**src/rtl/dog_filter_if.sv**
```systemverilog
// ---------------------------------------------------------------------------
// dog_filter_if
// Link between the receptive-field stage (master) and the DoG filter (slave).
//   rf           : ROWS x COLS pixel window, cell k = i*COLS + j
//   in_valid     : rf holds a valid window this cycle
//   filter_ready : filter can accept a window this cycle
//   busy         : filter is working on a window (SUM/COMP/EMIT)
//   gamma_start  : first cycle of the spike window
//   on_spike     : temporally coded spike for positive contrast
//   off_spike    : temporally coded spike for negative contrast
// ---------------------------------------------------------------------------
interface dog_filter_if #(
    parameter int ROWS       = 3,
    parameter int COLS       = 3,
    parameter int PIXEL_SIZE = 8
);
    logic [ROWS-1:0][COLS-1:0][PIXEL_SIZE-1:0] rf;
    logic                                      in_valid;
    logic                                      filter_ready;
    logic                                      busy;
    logic                                      gamma_start;
    logic                                      on_spike;
    logic                                      off_spike;

    modport master (
        output rf,
        output in_valid,
        input  filter_ready,
        input  busy,
        input  gamma_start,
        input  on_spike,
        input  off_spike
    );

    modport slave (
        input  rf,
        input  in_valid,
        output filter_ready,
        output busy,
        output gamma_start,
        output on_spike,
        output off_spike
    );
endinterface

```
**src/rtl/dog_filter.sv**
```systemverilog
// ---------------------------------------------------------------------------
// dog_filter
// Center-minus-surround (difference-of-Gaussians approximation) contrast over
// one captured ROWS x COLS window, emitted as a single temporally coded ON or
// OFF spike inside a GAMMA-cycle window. Stronger contrast spikes earlier.
//
// Ports:
//   clk    : clock
//   rst_n  : asynchronous active-low reset
//   bus    : dog_filter_if.slave (rf, in_valid in; filter_ready, busy,
//            gamma_start, on_spike, off_spike out)
//
// Sequence per window: IDLE (capture) -> SUM (one cell per cycle) ->
// COMP (contrast -> spike time/polarity) -> EMIT (GAMMA cycles) -> IDLE.
// ---------------------------------------------------------------------------
module dog_filter #(
    parameter int ROWS       = 3,
    parameter int COLS       = 3,
    parameter int PIXEL_SIZE = 8,
    parameter int GAMMA      = 8,
    parameter int SHIFT      = 5
) (
    input  logic     clk,
    input  logic     rst_n,
    dog_filter_if.slave bus
);

    localparam int RF_SIZE  = ROWS * COLS;
    localparam int KW       = (RF_SIZE > 1) ? $clog2(RF_SIZE) : 1;
    localparam int DW       = PIXEL_SIZE + $clog2(RF_SIZE) + 1;
    localparam int TW       = $clog2(GAMMA);
    localparam int CENTER_K = (ROWS / 2) * COLS + (COLS / 2);

    localparam logic [KW-1:0] LAST_K   = KW'(RF_SIZE - 1);
    localparam logic [KW-1:0] CENTER_I = KW'(CENTER_K);
    localparam logic [TW-1:0] LAST_T   = TW'(GAMMA - 1);

    typedef enum logic [1:0] {
        IDLE,
        SUM,
        COMP,
        EMIT
    } state_t;

    state_t state_reg;
    state_t state_next;

    logic [PIXEL_SIZE-1:0] rf_cells   [RF_SIZE];
    logic [PIXEL_SIZE-1:0] window_reg [RF_SIZE];

    logic [KW-1:0]         k_reg;
    logic [PIXEL_SIZE-1:0] center_reg;
    logic [DW-1:0]         surround_reg;
    logic [TW-1:0]         t_cnt_reg;
    logic [TW-1:0]         t_spike_reg;
    logic                  pol_on_reg;
    logic                  pol_off_reg;
    logic                  busy_reg;

    logic                  capture;
    logic                  ready_c;
    logic                  gamma_start_c;
    logic                  on_spike_c;
    logic                  off_spike_c;

    logic [DW-1:0]         center_scaled;
    logic [DW-1:0]         diff_raw;
    logic [DW-1:0]         diff_abs;
    logic [DW-1:0]         mag_full;
    logic [TW-1:0]         mag;

    // Flatten the 2-D window into cell order k = i*COLS + j and hold a
    // private copy so later changes on rf cannot disturb the computation.
    generate
        for (genvar gi = 0; gi < RF_SIZE; gi++) begin : g_cell
            assign rf_cells[gi] = bus.rf[gi / COLS][gi % COLS];

            always_ff @(posedge clk or negedge rst_n) begin
                if (!rst_n) begin
                    window_reg[gi] <= '0;
                end else if (capture) begin
                    window_reg[gi] <= rf_cells[gi];
                end
            end
        end
    endgenerate

    // Contrast: center weighted by the surround cell count so a uniform
    // window gives exactly zero. The product cannot exceed DW-1 bits.
    always_comb begin
        center_scaled = DW'(center_reg) * DW'(RF_SIZE - 1);
        diff_raw      = center_scaled - surround_reg;
        diff_abs      = diff_raw[DW-1] ? (~diff_raw + DW'(1)) : diff_raw;
        mag_full      = diff_abs >> SHIFT;
        mag           = (mag_full > DW'(GAMMA - 1)) ? LAST_T : mag_full[TW-1:0];
    end

    // State register
    always_ff @(posedge clk or negedge rst_n) begin
        if (!rst_n) begin
            state_reg <= IDLE;
        end else begin
            state_reg <= state_next;
        end
    end

    // Next state and output decodes; outputs depend only on registered state
    // so they are clean single-cycle pulses.
    always_comb begin
        state_next    = state_reg;
        capture       = 1'b0;
        ready_c       = 1'b0;
        gamma_start_c = 1'b0;
        on_spike_c    = 1'b0;
        off_spike_c   = 1'b0;
        case (state_reg)
            IDLE: begin
                ready_c = 1'b1;
                if (bus.in_valid) begin
                    capture    = 1'b1;
                    state_next = SUM;
                end
            end
            SUM: begin
                if (k_reg == LAST_K) begin
                    state_next = COMP;
                end
            end
            COMP: begin
                state_next = EMIT;
            end
            EMIT: begin
                gamma_start_c = (t_cnt_reg == '0);
                on_spike_c    = pol_on_reg  && (t_cnt_reg == t_spike_reg);
                off_spike_c   = pol_off_reg && (t_cnt_reg == t_spike_reg);
                if (t_cnt_reg == LAST_T) begin
                    state_next = IDLE;
                end
            end
            default: begin
                state_next = IDLE;
            end
        endcase
    end

    // Datapath: accumulation, contrast result and spike-time counter
    always_ff @(posedge clk or negedge rst_n) begin
        if (!rst_n) begin
            k_reg        <= '0;
            center_reg   <= '0;
            surround_reg <= '0;
            t_cnt_reg    <= '0;
            t_spike_reg  <= '0;
            pol_on_reg   <= 1'b0;
            pol_off_reg  <= 1'b0;
        end else begin
            case (state_reg)
                IDLE: begin
                    if (capture) begin
                        k_reg        <= '0;
                        center_reg   <= '0;
                        surround_reg <= '0;
                    end
                end
                SUM: begin
                    if (k_reg == CENTER_I) begin
                        center_reg <= window_reg[k_reg];
                    end else begin
                        surround_reg <= surround_reg + DW'(window_reg[k_reg]);
                    end
                    k_reg <= k_reg + KW'(1);
                end
                COMP: begin
                    t_spike_reg <= LAST_T - mag;
                    pol_on_reg  <= !diff_raw[DW-1] && (diff_raw != '0);
                    pol_off_reg <= diff_raw[DW-1];
                    t_cnt_reg   <= '0;
                end
                EMIT: begin
                    t_cnt_reg <= t_cnt_reg + TW'(1);
                end
                default: begin
                end
            endcase
        end
    end

    // busy follows the state that will be entered, so it is already high in
    // the first SUM cycle and low in the first IDLE cycle.
    always_ff @(posedge clk or negedge rst_n) begin
        if (!rst_n) begin
            busy_reg <= 1'b0;
        end else begin
            busy_reg <= (state_next != IDLE);
        end
    end

    assign bus.filter_ready = ready_c;
    assign bus.busy         = busy_reg;
    assign bus.gamma_start  = gamma_start_c;
    assign bus.on_spike     = on_spike_c;
    assign bus.off_spike    = off_spike_c;

endmodule

```
**src/flat_wrapper.sv**
```systemverilog
// flat-port wrapper written by rule: the top's interface ports become plain ports
module dog_filter_flat 
#(
    parameter int ROWS       = 3,
    parameter int COLS       = 3,
    parameter int PIXEL_SIZE = 8,
    parameter int GAMMA      = 8,
    parameter int SHIFT      = 5
)
  (clk, rst_n, bus_rf, bus_in_valid, bus_filter_ready, bus_busy, bus_gamma_start, bus_on_spike, bus_off_spike);
  dog_filter_if #(.ROWS(ROWS), .COLS(COLS), .PIXEL_SIZE(PIXEL_SIZE)) bus_i ();
  input  logic clk;
  input  logic rst_n;
  input wire logic [$bits(bus_i.rf)-1:0] bus_rf;
  input wire logic [$bits(bus_i.in_valid)-1:0] bus_in_valid;
  output wire logic [$bits(bus_i.filter_ready)-1:0] bus_filter_ready;
  output wire logic [$bits(bus_i.busy)-1:0] bus_busy;
  output wire logic [$bits(bus_i.gamma_start)-1:0] bus_gamma_start;
  output wire logic [$bits(bus_i.on_spike)-1:0] bus_on_spike;
  output wire logic [$bits(bus_i.off_spike)-1:0] bus_off_spike;
  assign bus_i.rf = bus_rf;
  assign bus_i.in_valid = bus_in_valid;
  assign bus_filter_ready = bus_i.filter_ready;
  assign bus_busy = bus_i.busy;
  assign bus_gamma_start = bus_i.gamma_start;
  assign bus_on_spike = bus_i.on_spike;
  assign bus_off_spike = bus_i.off_spike;
  dog_filter #(.ROWS(ROWS), .COLS(COLS), .PIXEL_SIZE(PIXEL_SIZE), .GAMMA(GAMMA), .SHIFT(SHIFT)) u_core (.clk(clk), .rst_n(rst_n), .bus(bus_i));
endmodule
```
**config.mk**
```make
export PLATFORM = sky130hd
export DESIGN_NAME = dog_filter_flat
export DESIGN_NICKNAME = d
export VERILOG_FILES = /design/src/rtl/dog_filter_if.sv /design/src/rtl/dog_filter.sv /design/src/flat_wrapper.sv
export SDC_FILE = /design/constraint.sdc
export NUM_CORES = 1
export LEC_CHECK = 0
export ABC_AREA = 1
export BUFFER_PORTS_ARGS = -buffer_cell sky130_fd_sc_hd__buf_2
export CAP_MARGIN = 20
export CORE_ASPECT_RATIO = 2
export CORE_MARGIN = 2
export CORE_UTILIZATION = 45
export DETAILED_ROUTE_END_ITERATION = 8
export HOLD_SLACK_MARGIN = 0.12
export PLACE_DENSITY_LB_ADDON = 0.3
export SLEW_MARGIN = 15
export SYNTH_ARGS = -nofsm -noshare
export SYNTH_HDL_FRONTEND = slang
export SYNTH_SLANG_ARGS = --single-unit
```
**constraint.sdc**
```tcl
create_clock -name clk -period 3.65 [get_ports clk]
set_input_delay 0.73 -clock clk [delete_from_list [all_inputs] [get_ports clk]]
set_output_delay 0.73 -clock clk [all_outputs]
set_load 0.03 [all_outputs]
```
==> impl_metrics.prom, run 1 <==
# TYPE chip_impl_metric gauge
chip_impl_metric{name="p_per_area",unit="mW/mm2"} 1100
chip_impl_metric{name="fp.dieW",unit="um"} 87.0
chip_impl_metric{name="crit_path_max_fanout",unit=""} 15
chip_impl_metric{name="setup-tns-final",unit="ns"} 0
chip_impl_metric{name="min_period_over_period",unit="%"} 84.3
chip_impl_metric{name="fin_skew",unit="ns"} 0.0112
chip_impl_metric{name="timing_hold_violations_final",unit=""} 0
chip_impl_metric{name="share_of_power_burned_in_combinational_logic",unit="%"} 59.1
chip_impl_info{name="cts-root-buf",value="sky130_fd_sc_hd__clkbuf_16"} 1
chip_impl_metric{name="irDropWorstVdd",unit="uV"} 402
chip_impl_metric{name="clock.fmax",unit="GHz"} 0.325
chip_impl_metric{name="synth-edff-count",unit=""} 0
chip_impl_metric{name="synthDistinctLibCells",unit=""} 44
chip_impl_metric{name="buffer_ports.inserted",unit=""} 79
chip_impl_metric{name="max-slew-margin-rel",unit="%"} 33.8
chip_impl_metric{name="clock_tree.htree_level_count",unit=""} 3
chip_impl_metric{name="cts_post_setup_buffers_inserted",unit=""} 0
chip_impl_metric{name="syn-cell-area",unit="mm2"} 0.00620
chip_impl_metric{name="cts_buffer_depth",unit=""} 2
chip_impl_info{name="final_common_cell",value="sky130_fd_sc_hd__nand2_1"} 1
chip_impl_metric{name="routed-via-count",unit=""} 5609
chip_impl_metric{name="syn_nets",unit=""} 925
chip_impl_metric{name="timing.critical_path.required",unit="ns"} 3.87
chip_impl_info{name="run_status",value="finished, final reports clean"} 1
chip_impl_metric{name="cts_num_sinks",unit=""} 108
chip_impl_metric{name="dieArea",unit="mm2"} 0.0148
chip_impl_info{name="worst_setup_path_start_kind",value="flip-flop"} 1
chip_impl_metric{name="avgRoutedWirePerCell",unit="um"} 14.8
chip_impl_metric{name="data_arrival_time_of_the_critical_path",unit="ns"} 3.30
chip_impl_info{name="crit_type",value="flip-flop to flip-flop"} 1
chip_impl_info{name="synth_area_leader_cell",value="sky130_fd_sc_hd__dfrtp_1"} 1
chip_impl_metric{name="drt-initial-drc-count",unit=""} 388
chip_impl_metric{name="ys_seq_area_share",unit="%"} 43.6
chip_impl_info{name="mostFrequentLayoutCells",value="sky130_fd_sc_hd__nand2_1, sky130_fd_sc_hd__dfrtp_1, sky130_fd_sc_hd__buf_2, sky130_fd_sc_hd__nor2_1, sky130_fd_sc_hd__inv_1"} 1
chip_impl_info{name="yosys_most_used_dff",value="sky130_fd_sc_hd__dfrtp_1"} 1
chip_impl_info{name="min_path_type",value="flip-flop to flip-flop"} 1
chip_impl_metric{name="switching_share",unit="%"} 50.4
chip_impl_metric{name="power.static_leakage",unit="nW"} 3.76
chip_impl_metric{name="setup_viol",unit=""} 0
chip_impl_metric{name="detail_route.vias_per_cell",unit=""} 5.30
chip_impl_metric{name="worstSkewPairLatency",unit="ns"} 0.36
chip_impl_metric{name="antennaDiodeCount",unit=""} 0
chip_impl_info{name="synthTopCellsByArea",value="sky130_fd_sc_hd__dfrtp_1, sky130_fd_sc_hd__nand2_1, sky130_fd_sc_hd__ha_1, sky130_fd_sc_hd__o21ai_0, sky130_fd_sc_hd__inv_1"} 1
chip_impl_metric{name="final.min_clock_period",unit="ns"} 3.08
chip_impl_metric{name="internal_power",unit="mW"} 3.82
chip_impl_metric{name="stdcell_area",unit="mm2"} 0.00703
chip_impl_metric{name="postSynthRegisterBits",unit=""} 108
chip_impl_metric{name="cts.hold.buffers_added",unit=""} 0
chip_impl_metric{name="first_pass_grt_wire_length",unit="um"} 25800
chip_impl_metric{name="flip_flop_count_of_the_largest_register_after_layout",unit=""} 72
chip_impl_metric{name="ctsResizeCount",unit=""} 0
chip_impl_metric{name="setup_slack",unit="ns"} 0.574
chip_impl_info{name="grt_setup_unrepaired",value="false"} 1
chip_impl_info{name="tritoncts_clock_tree",value="yes"} 1
chip_impl_metric{name="post_route_cells_drive_above_1_share",unit="%"} 17.3
chip_impl_metric{name="drtPass1Iterations",unit=""} 5
chip_impl_metric{name="drv_slew",unit=""} 0
chip_impl_metric{name="dp_hpwl",unit="um"} 12200
chip_impl_metric{name="async_reset_ff_share",unit="%"} 100
chip_impl_metric{name="clk_pin_slew",unit="ns"} 0.07
chip_impl_metric{name="power.net_switching",unit="mW"} 3.88
chip_impl_metric{name="layout-area-overhead-vs-synth",unit="%"} 13.3
chip_impl_metric{name="grt_max_degree",unit=""} 82
chip_impl_metric{name="cts_made_buffers",unit=""} 9
chip_impl_metric{name="max_slew.worst_pin.slew",unit="ns"} 0.993
chip_impl_metric{name="place_area",unit="mm2"} 0.00673
chip_impl_metric{name="postSynthAreaPerCell",unit="um2"} 7.50
chip_impl_info{name="cp-end-kind",value="flip-flop"} 1
chip_impl_metric{name="max_capacitance_violation_count",unit=""} 0
chip_impl_metric{name="route.detailed.drc",unit=""} 0
chip_impl_metric{name="finalWirelength",unit="um"} 15700
chip_impl_metric{name="fin_nets",unit=""} 996
chip_impl_metric{name="netlist.area_leader.share",unit="%"} 43.6
chip_impl_metric{name="ioPinCount",unit=""} 80
chip_impl_metric{name="final.fill_count",unit=""} 1330
chip_impl_metric{name="grt_antenna_before_repair",unit=""} 0
chip_impl_metric{name="detail-route-antenna-nets",unit=""} 0
chip_impl_metric{name="placeable_area",unit="mm2"} 0.0134
chip_impl_metric{name="grt_use_total",unit="%"} 22.3
chip_impl_metric{name="dp_slack",unit="ns"} 0.669
chip_impl_metric{name="power.share.clock",unit="%"} 12.5
chip_impl_metric{name="die_height",unit="um"} 170
chip_impl_metric{name="row_count",unit=""} 60
chip_impl_metric{name="overflow",unit=""} 0
chip_impl_metric{name="yosys_warnings",unit=""} 0
chip_impl_metric{name="synthCells",unit=""} 827
chip_impl_metric{name="grt_pass1_vias",unit=""} 5578
chip_impl_metric{name="place.gp.congestion",unit=""} 0.962
chip_impl_metric{name="initial_core_util",unit="%"} 46.1
chip_impl_metric{name="seq_power_share",unit="%"} 28.4
==> layout make-up <==
type                    count  area, um2  area share (%)
clock inverters             6       56.3           0.801
inverters                  70        264            3.76
multi-input cells         621       3090            44.0
clock buffers              10        239            3.40
repair buffers             88        478            6.80
flip-flops and latches    108       2700            38.5
well taps                 155        194            2.76
==> Yosys cell counts (2+ instances only) <==
cell type,number
sky130_fd_sc_hd__nand2_1,331
sky130_fd_sc_hd__xor2_1,3
sky130_fd_sc_hd__clkbuf_1,8
sky130_fd_sc_hd__xnor2_1,4
sky130_fd_sc_hd__a21oi_2,3
sky130_fd_sc_hd__o21ai_0,52
sky130_fd_sc_hd__buf_4,2
sky130_fd_sc_hd__o21ai_1,6
sky130_fd_sc_hd__nor2_2,2
sky130_fd_sc_hd__a31oi_1,2
sky130_fd_sc_hd__nand3_2,4
sky130_fd_sc_hd__nor2_4,5
sky130_fd_sc_hd__nand2_4,7
sky130_fd_sc_hd__inv_1,63
sky130_fd_sc_hd__nand4_1,2
sky130_fd_sc_hd__o2111ai_1,2
sky130_fd_sc_hd__dfrtp_1,108
sky130_fd_sc_hd__o211ai_1,2
sky130_fd_sc_hd__a21oi_1,17
sky130_fd_sc_hd__nand2_2,14
sky130_fd_sc_hd__nand3_1,33
sky130_fd_sc_hd__nor3_1,4
sky130_fd_sc_hd__buf_2,16
sky130_fd_sc_hd__nand4_2,2
sky130_fd_sc_hd__ha_1,22
sky130_fd_sc_hd__inv_2,6
sky130_fd_sc_hd__a22oi_1,7
sky130_fd_sc_hd__o22ai_1,22
sky130_fd_sc_hd__nor2_1,63
==> path summary, 6_finish.rpt <==
kind / start / endpoint / slack [ns] / cells past startpoint
hold reg to reg: u_core.window_reg[55] / u_core.window_reg[55] / 0.48 / 2
hold / removal: u_core.window_reg[55] / u_core.window_reg[55] / 0.48 / 2
max in group asynchronous: rst_n / u_core.window_reg[30] / 2.30 / 2
setup reg to reg: u_core.k_reg[0] / u_core.surround_reg[12] / 0.57 / 16
min in group asynchronous: rst_n / u_core.window_reg[43] / 0.52 / 1
setup / recovery: u_core.k_reg[0] / u_core.surround_reg[12] / 0.57 / 16
==> cells by family after synthesis <==
kind of cell / Yosys count / share of synthesized area [%]
and+or+nand+nor: 474 / 33.2
AOI/OAI and AO/OA: 117 / 11.0
DFF: 108 / 43.6
buffers and inverters: 98 / 6.52
adders and majority gates: 23 / 4.76
xor gates and xnor gates: 7 / 0.989
==> power groups by stage <==
| stage | Combinational, mW | Sequential, mW | Clock (mW) |
|---|---|---|---|
| global placement | 4.41 | 2.19 | 0 |
| floorplan | 3.56 | 2.02 | 0 |
| global route | 5.14 | 2.23 | 1.01 |
| CTS | 4.54 | 2.18 | 0.971 |
| finish | 4.55 | 2.18 | 0.961 |
| detailed placement | 4.51 | 2.19 | 0 |
==> worst max-delay path: stages (launching register included) <==
cell,delay [ns]
sky130_fd_sc_hd__dfrtp_1,0.37
sky130_fd_sc_hd__inv_1,0.14
sky130_fd_sc_hd__buf_4,0.21
sky130_fd_sc_hd__o21ai_0,0.17
sky130_fd_sc_hd__o22ai_1,0.09
sky130_fd_sc_hd__nand2_1,0.06
sky130_fd_sc_hd__nand3_1,0.10
sky130_fd_sc_hd__ha_1,0.25
sky130_fd_sc_hd__fa_1,0.40
sky130_fd_sc_hd__nand2_1,0.07
sky130_fd_sc_hd__inv_1,0.04
sky130_fd_sc_hd__o21ai_0,0.22
sky130_fd_sc_hd__nand2_1,0.11
sky130_fd_sc_hd__a21oi_1,0.33
sky130_fd_sc_hd__inv_1,0.10
sky130_fd_sc_hd__a31oi_1,0.22
sky130_fd_sc_hd__nor3_2,0.06
==> routing by layer <==
metal | wire length (um) | track usage (%)
met1 | 5590 | 22.8
met2 | 8810 | 42.0
met3 | 397 | 2.67
met4 | 907 | 13.0
met5 | 0 | 0
==> per-stage QoR <==
| step | utilization, % | total power [mW] | hold WS (ns) | instances |
|---|---|---|---|---|
| 2_1_floorplan | - | 5.58 | 0.434 | 827 |
| 3_3_place_gp | 50.1 | 6.60 | 0.460 | 1042 |
| 3_5_place_dp | 50.1 | 6.70 | 0.465 | 1042 |
| 4_1_cts | 52.3 | 7.69 | 0.483 | 1058 |
| 5_1_grt | 52.3 | 8.38 | 0.511 | 1058 |
| 6_report | 52.3 | 7.70 | 0.485 | 1058 |
(Power assumes the default switching activity.)
==> run 2: changes to the inputs <==
Clock period 3.65 ns to 2.5 ns, I/O delays scaled along.
==> impl_metrics.prom, run 2 (synthesized netlist as in run 1, its figures left out) <==
# TYPE chip_impl_metric gauge
chip_impl_info{name="run_status",value="finished, violations left"} 1
chip_impl_info{name="violations",value="setup timing"} 1
chip_impl_metric{name="grt_use_total",unit="%"} 23.4
chip_impl_metric{name="overflow",unit=""} 0
chip_impl_metric{name="power.static_leakage",unit="nW"} 3.99
chip_impl_metric{name="fin_nets",unit=""} 1031
chip_impl_metric{name="setup_viol",unit=""} 7
chip_impl_metric{name="slowest_delay",unit="ns"} 0.45
chip_impl_metric{name="max_slew.worst_pin.slew",unit="ns"} 0.713
chip_impl_metric{name="worstSkewPairLatency",unit="ns"} 0.36
chip_impl_metric{name="final.min_clock_period",unit="ns"} 2.65
chip_impl_metric{name="grt_pass1_vias",unit=""} 5773
chip_impl_metric{name="stdcell_area",unit="mm2"} 0.00763
chip_impl_info{name="crit_type",value="flip-flop to flip-flop"} 1
chip_impl_metric{name="layout.cells.non_filler",unit=""} 1093
chip_impl_info{name="grt-busiest-layer",value="met2"} 1
chip_impl_metric{name="die_height",unit="um"} 170
chip_impl_info{name="cp-end-kind",value="flip-flop"} 1
chip_impl_metric{name="global_route.usage.met2",unit="%"} 44.1
chip_impl_metric{name="routed-via-count",unit=""} 5749
chip_impl_metric{name="max_capacitance_violation_count",unit=""} 0
chip_impl_metric{name="detail_route.vias_per_cell",unit=""} 5.26
chip_impl_metric{name="clk_pin_slew",unit="ns"} 0.08
chip_impl_metric{name="grt_met1_usage",unit="%"} 23.4
chip_impl_metric{name="layout-area-overhead-vs-synth",unit="%"} 23.1
chip_impl_metric{name="drtPass1Iterations",unit=""} 4
chip_impl_metric{name="row_count",unit=""} 60
chip_impl_info{name="min_path_type",value="primary input to flip-flop"} 1
chip_impl_metric{name="max-slew-margin-rel",unit="%"} 52.5
chip_impl_metric{name="clock_tree.htree_level_count",unit=""} 3
chip_impl_metric{name="cts_made_buffers",unit=""} 9
chip_impl_metric{name="p_per_area",unit="mW/mm2"} 1680
chip_impl_metric{name="setup-tns-final",unit="ns"} -0.557
chip_impl_metric{name="grt_antenna_before_repair",unit=""} 0
chip_impl_metric{name="crit_path_max_fanout",unit=""} 11
chip_impl_metric{name="timing.critical_path.required",unit="ns"} 2.72
chip_impl_info{name="mostFrequentLayoutCells",value="sky130_fd_sc_hd__nand2_1, sky130_fd_sc_hd__dfrtp_1, sky130_fd_sc_hd__buf_2, sky130_fd_sc_hd__nor2_1, sky130_fd_sc_hd__inv_1"} 1
chip_impl_metric{name="worst-path-buf-inv",unit=""} 3
chip_impl_metric{name="finalPower",unit="mW"} 12.8
chip_impl_metric{name="irDropWorstVdd",unit="uV"} 717
chip_impl_metric{name="cts_num_sinks",unit=""} 108
chip_impl_metric{name="fin_skew",unit="ns"} 0.0101
chip_impl_metric{name="detail-route-antenna-nets",unit=""} 0
chip_impl_metric{name="drv_slew",unit=""} 0
chip_impl_metric{name="avgRoutedWirePerCell",unit="um"} 15.3
chip_impl_metric{name="ioPinCount",unit=""} 80
chip_impl_info{name="timing.critical_path.cells",value="buf_6 -> buf_4 -> o21ai_2 -> o22ai_2 -> a22oi_2 -> nand2_2 -> ha_4 -> nand2_1 -> nor3_4 -> a21oi_4 -> buf_4 -> nor4_4 -> nor3_2"} 1
chip_impl_info{name="most_frequent_cell_on_critical_path",value="sky130_fd_sc_hd__buf_4"} 1
chip_impl_metric{name="gr-usage-met3",unit="%"} 2.86
chip_impl_metric{name="fin_worst_hold_slack",unit="ns"} 0.329
chip_impl_info{name="worst_setup_path_start_kind",value="flip-flop"} 1
chip_impl_metric{name="antennaDiodeCount",unit=""} 0
chip_impl_metric{name="placeable_area",unit="mm2"} 0.0134
chip_impl_metric{name="grt_max_degree",unit=""} 75
chip_impl_metric{name="drt-initial-drc-count",unit=""} 304
chip_impl_metric{name="data_arrival_time_of_the_critical_path",unit="ns"} 2.86
chip_impl_info{name="crit_path_top_delay_cell",value="sky130_fd_sc_hd__dfrtp_2"} 1
chip_impl_info{name="cts-root-buf",value="sky130_fd_sc_hd__clkbuf_16"} 1
chip_impl_metric{name="cts_buffer_depth",unit=""} 2
chip_impl_metric{name="dieArea",unit="mm2"} 0.0148
chip_impl_metric{name="dp_hpwl",unit="um"} 12400
chip_impl_metric{name="place.gp.congestion",unit=""} 0.970
chip_impl_metric{name="clock.fmax",unit="GHz"} 0.378
chip_impl_metric{name="setup_slack",unit="ns"} -0.148
chip_impl_metric{name="place_area",unit="mm2"} 0.00696
chip_impl_metric{name="route.detailed.drc",unit=""} 0
chip_impl_metric{name="fp.dieW",unit="um"} 87.0
chip_impl_metric{name="initial_core_util",unit="%"} 46.1
chip_impl_metric{name="finalWirelength",unit="um"} 16700
chip_impl_metric{name="first_pass_grt_wire_length",unit="um"} 26900
chip_impl_info{name="grt_setup_unrepaired",value="true"} 1
chip_impl_info{name="tritoncts_clock_tree",value="yes"} 1
chip_impl_info{name="final_common_cell",value="sky130_fd_sc_hd__nand2_1"} 1
chip_impl_metric{name="placed_cells_incl_taps",unit=""} 1068
chip_impl_metric{name="post_route_cells_drive_above_1_share",unit="%"} 25.2
chip_impl_metric{name="min_period_over_period",unit="%"} 106
chip_impl_metric{name="flip_flop_count_of_the_largest_register_after_layout",unit=""} 72
chip_impl_metric{name="timing_hold_violations_final",unit=""} 0
chip_impl_info{name="crit_family",value="simple AND/OR/NAND/NOR gates"} 1
chip_impl_metric{name="buffer_ports.inserted",unit=""} 79
-- run 2: cell count changes in the layout (fill, tap and decap cells not counted), sizes merged --
cell and change:
buf +34, dlygate4sd3 +1, inv -1, bufinv +1
-- run 2: path summary, 6_finish.rpt --
path / startpoint / endpoint / slack, ns / cells after the start
min in group asynchronous: rst_n / u_core.window_reg[40] / 0.54 / 2
worst min register to register: u_core.window_reg[31] / u_core.window_reg[31] / 0.48 / 2
max in group asynchronous: rst_n / u_core.window_reg[19] / 1.26 / 3
worst max-delay path: u_core.k_reg[0] / u_core.surround_reg[12] / -0.15 / 13
worst max register to register: u_core.k_reg[0] / u_core.surround_reg[12] / -0.15 / 13
worst min-delay path: bus_rf[27] / u_core.window_reg[43] / 0.33 / 3
-- run 2: worst min-delay path, cell delays in order --
cell and delay, ns:
sky130_fd_sc_hd__buf_2 0.07, sky130_fd_sc_hd__nand2_1 0.04, sky130_fd_sc_hd__nand2_1 0.04
-- run 2: layout make-up --
cell class	count	area [um2]
Fill cell	1239	5810
Multi-Input combinational cell	621	3390
Sequential cell	108	2700
Timing Repair Buffer	123	774
Inverter	70	264
Clock buffer	10	229
Tap cell	155	194
Clock inverter	6	81.3
-- run 2: timing repair --
item	CTS	global route
endpoints found under the hold margin	13	0
pin swaps	9	19
setup buffers	4	2
endpoints found under the setup margin	8	9
cloned	2	0
resized for setup	36	38
hold buffers	1	0
-- run 2: metrics by stage --
stage	util, %	setup WS, ns
finish	56.8	-0.148
global route	56.8	-0.280
CTS	55.6	-0.0862
detailed placement	51.8	-0.241
global placement	51.8	-0.153
floorplan	-	0.0271
-- run 2: layer usage --
layer / vias to the layer above / wire, um
li1: 2855 / -
met3: 77 / 500
met5: - / 0
met4: 0 / 1180
met2: 161 / 9270
met1: 2656 / 5760
-- run 2: power breakdown --
group          switching [mW]  internal (mW)  total [mW]
Combinational            4.90           3.19        8.09
Clock                   0.676          0.797        1.47
Sequential              0.682           2.55        3.23
Total                    6.26           6.53        12.8
==> run 3: changes to the inputs <==
Settings changed: ABC_CLOCK_PERIOD_IN_PS set to 2300.
Clock period 2.5 ns to 2.3 ns, I/O delays scaled along.
==> impl_metrics.prom, run 3 (synthesized netlist as in run 1, its figures left out) <==
# TYPE chip_impl_metric gauge
chip_impl_metric{name="row_count",unit=""} 60
chip_impl_metric{name="dieArea",unit="mm2"} 0.0148
chip_impl_metric{name="drv_slew",unit=""} 0
chip_impl_metric{name="drtPass1Iterations",unit=""} 5
chip_impl_metric{name="layout-area-overhead-vs-synth",unit="%"} 26.0
chip_impl_metric{name="setup_viol",unit=""} 9
chip_impl_metric{name="detail_route.vias_per_cell",unit=""} 5.24
chip_impl_metric{name="drt-initial-drc-count",unit=""} 415
chip_impl_info{name="tritoncts_clock_tree",value="yes"} 1
chip_impl_metric{name="p_per_area",unit="mW/mm2"} 1820
chip_impl_metric{name="initial_core_util",unit="%"} 46.1
chip_impl_metric{name="place.gp.congestion",unit=""} 0.904
chip_impl_metric{name="clock.fmax",unit="GHz"} 0.381
chip_impl_metric{name="first_pass_grt_wire_length",unit="um"} 27200
chip_impl_metric{name="place_area",unit="mm2"} 0.00714
chip_impl_metric{name="route.detailed.drc",unit=""} 0
chip_impl_metric{name="placeable_area",unit="mm2"} 0.0134
chip_impl_metric{name="overflow",unit=""} 0
chip_impl_metric{name="stdcell_area",unit="mm2"} 0.00782
chip_impl_metric{name="internal_power",unit="mW"} 7.38
chip_impl_metric{name="grt_max_degree",unit=""} 73
chip_impl_metric{name="power.net_switching",unit="mW"} 6.86
chip_impl_info{name="cts-root-buf",value="sky130_fd_sc_hd__clkbuf_16"} 1
chip_impl_metric{name="cts_buffer_depth",unit=""} 2
chip_impl_metric{name="clock_tree.htree_level_count",unit=""} 3
chip_impl_metric{name="buffer_ports.inserted",unit=""} 79
chip_impl_metric{name="post_route_cells_drive_above_1_share",unit="%"} 27.8
chip_impl_metric{name="avgRoutedWirePerCell",unit="um"} 14.8
chip_impl_metric{name="cts_made_buffers",unit=""} 9
chip_impl_info{name="min_path_type",value="primary input to flip-flop"} 1
chip_impl_metric{name="dp_hpwl",unit="um"} 12700
chip_impl_metric{name="worstSkewPairLatency",unit="ns"} 0.35
chip_impl_metric{name="power.static_leakage",unit="nW"} 4.09
chip_impl_metric{name="clk_pin_slew",unit="ns"} 0.08
chip_impl_metric{name="flip_flop_count_of_the_largest_register_after_layout",unit=""} 72
chip_impl_metric{name="die_height",unit="um"} 170
chip_impl_metric{name="grt_antenna_before_repair",unit=""} 0
chip_impl_metric{name="antennaDiodeCount",unit=""} 0
chip_impl_metric{name="data_arrival_time_of_the_critical_path",unit="ns"} 2.91
chip_impl_metric{name="max_capacitance_violation_count",unit=""} 0
chip_impl_metric{name="fp.dieW",unit="um"} 87.0
chip_impl_metric{name="grt_use_total",unit="%"} 23.5
chip_impl_metric{name="finalWirelength",unit="um"} 16500
chip_impl_metric{name="share_of_power_burned_in_combinational_logic",unit="%"} 64.7
chip_impl_metric{name="switching_share",unit="%"} 48.2
chip_impl_info{name="final_common_cell",value="sky130_fd_sc_hd__nand2_1"} 1
chip_impl_metric{name="final_core_util",unit="%"} 58.2
chip_impl_metric{name="final.min_clock_period",unit="ns"} 2.63
chip_impl_metric{name="power.share.clock",unit="%"} 10.7
chip_impl_info{name="crit_type",value="flip-flop to flip-flop"} 1
chip_impl_info{name="cp-end-kind",value="flip-flop"} 1
chip_impl_metric{name="routed-via-count",unit=""} 5848
chip_impl_info{name="violations",value="setup timing"} 1
chip_impl_metric{name="crit_path_max_fanout",unit=""} 14
chip_impl_metric{name="fin_skew",unit="ns"} 0.0110
chip_impl_info{name="worst_setup_path_start_kind",value="flip-flop"} 1
chip_impl_metric{name="grt_pass1_vias",unit=""} 5960
chip_impl_metric{name="finalPower",unit="mW"} 14.2
chip_impl_metric{name="irDropWorstVdd",unit="uV"} 699
chip_impl_metric{name="timing_hold_violations_final",unit=""} 0
chip_impl_metric{name="fin_nets",unit=""} 1053
chip_impl_metric{name="min_period_over_period",unit="%"} 114
chip_impl_info{name="mostFrequentLayoutCells",value="sky130_fd_sc_hd__nand2_1, sky130_fd_sc_hd__dfrtp_1, sky130_fd_sc_hd__buf_2, sky130_fd_sc_hd__buf_4"} 1
chip_impl_metric{name="seq_power_share",unit="%"} 24.6
chip_impl_metric{name="ioPinCount",unit=""} 80
chip_impl_metric{name="cts_num_sinks",unit=""} 108
chip_impl_metric{name="max_slew.worst_pin.slew",unit="ns"} 0.419
chip_impl_info{name="grt_setup_unrepaired",value="true"} 1
chip_impl_metric{name="max-slew-margin-rel",unit="%"} 72.1
chip_impl_metric{name="detail-route-antenna-nets",unit=""} 0
chip_impl_metric{name="setup_slack",unit="ns"} -0.328
chip_impl_info{name="run_status",value="finished, violations left"} 1
chip_impl_metric{name="timing.critical_path.required",unit="ns"} 2.58
==> run 3: changes by cell type in the layout (fill, tap and decap cells not counted), moves of 3 or more <==
cell / previous run / this run
sky130_fd_sc_hd__ha_2: 0 / 3
sky130_fd_sc_hd__a21oi_2: 7 / 11
sky130_fd_sc_hd__o22ai_2: 4 / 1
sky130_fd_sc_hd__buf_4: 36 / 59
sky130_fd_sc_hd__o21ai_1: 19 / 26
sky130_fd_sc_hd__nand2_1: 326 / 320
sky130_fd_sc_hd__a21oi_1: 11 / 8
sky130_fd_sc_hd__o22ai_1: 18 / 21
sky130_fd_sc_hd__nand2_2: 19 / 24
sky130_fd_sc_hd__o21ai_0: 32 / 29
sky130_fd_sc_hd__ha_1: 15 / 11
==> run 3: power groups by stage <==
stage | registers [mW] | clock network (mW) | logic [mW]
after global placement | 3.46 | 0 | 7.86
final | 3.50 | 1.52 | 9.22
after floorplan | 3.21 | 0 | 5.79
after detailed placement | 3.46 | 0 | 8.01
after CTS | 3.47 | 1.54 | 8.86
after global routing | 3.58 | 1.62 | 10.2
==> run 3: routing by layer <==
metal | global-route usage [%] | up-vias | part of all wire (%)
li1 | - | 2900 | -
met1 | 23.5 | 2742 | 35
met2 | 44.9 | 147 | 57
met3 | 3.44 | 59 | 2.8
met4 | 12.2 | 0 | 5.0
met5 | 0 | - | 0
==> run 3: repair_timing <==
| action | in CTS | in global routing |
|---|---|---|
| buffers inserted | 10 | 2 |
| pin swaps | 10 | 9 |
| endpoints found under the hold margin | 18 | 0 |
| hold buffers | 1 | 0 |
| setup endpoints to repair | 9 | 15 |
| resized for setup | 47 | 28 |
==> run 3: per-stage QoR <==
stage	setup TNS, ns	cells	setup WS [ns]	hold slack (ns)
floorplan	-0.250	827	-0.0998	0.164
global placement	-2.22	1086	-0.334	0.367
detailed placement	-2.55	1086	-0.369	0.368
CTS	-1.17	1113	-0.216	0.290
global route	-2.86	1115	-0.404	0.287
finish	-1.71	1115	-0.328	0.294
==> run 3: path summary, 6_finish.rpt <==
kind | depth (start not counted) | from | slack (ns) | end
max | 17 | u_core.k_reg[0] | -0.33 | u_core.surround_reg[10]
min | 3 | bus_rf[62] | 0.29 | u_core.window_reg[14]
max reg2reg | 17 | u_core.k_reg[0] | -0.33 | u_core.surround_reg[10]
min reg2reg | 2 | u_core.window_reg[68] | 0.48 | u_core.window_reg[68]
max in group asynchronous | 3 | rst_n | 1.14 | u_core.surround_reg[5]
min in group asynchronous | 2 | rst_n | 0.53 | u_core.window_reg[59]
==> run 3: area by class of cell <==
type	instances	area, um2
Tap cell	155	194
Clock buffer	10	239
Fill cell	1211	5620
Multi-Input combinational cell	621	3380
Inverter	70	267
Sequential cell	108	2710
Timing Repair Buffer	145	970
Clock inverter	6	57.6
==> run 3: critical path: stages, from the launching register on <==
cell	delay, ns
sky130_fd_sc_hd__dfrtp_2	0.45
sky130_fd_sc_hd__inv_4	0.08
sky130_fd_sc_hd__buf_12	0.15
sky130_fd_sc_hd__nor2_1	0.11
sky130_fd_sc_hd__o22ai_1	0.11
sky130_fd_sc_hd__nand2_1	0.08
sky130_fd_sc_hd__nand3_2	0.10
sky130_fd_sc_hd__ha_4	0.18
sky130_fd_sc_hd__fa_2	0.35
sky130_fd_sc_hd__nand2_1	0.08
sky130_fd_sc_hd__inv_2	0.04
sky130_fd_sc_hd__o21ai_2	0.15
sky130_fd_sc_hd__nand2_2	0.10
sky130_fd_sc_hd__a21oi_4	0.22
sky130_fd_sc_hd__inv_2	0.05
sky130_fd_sc_hd__nand4_1	0.08
sky130_fd_sc_hd__o21ai_0	0.08
sky130_fd_sc_hd__a21oi_1	0.13
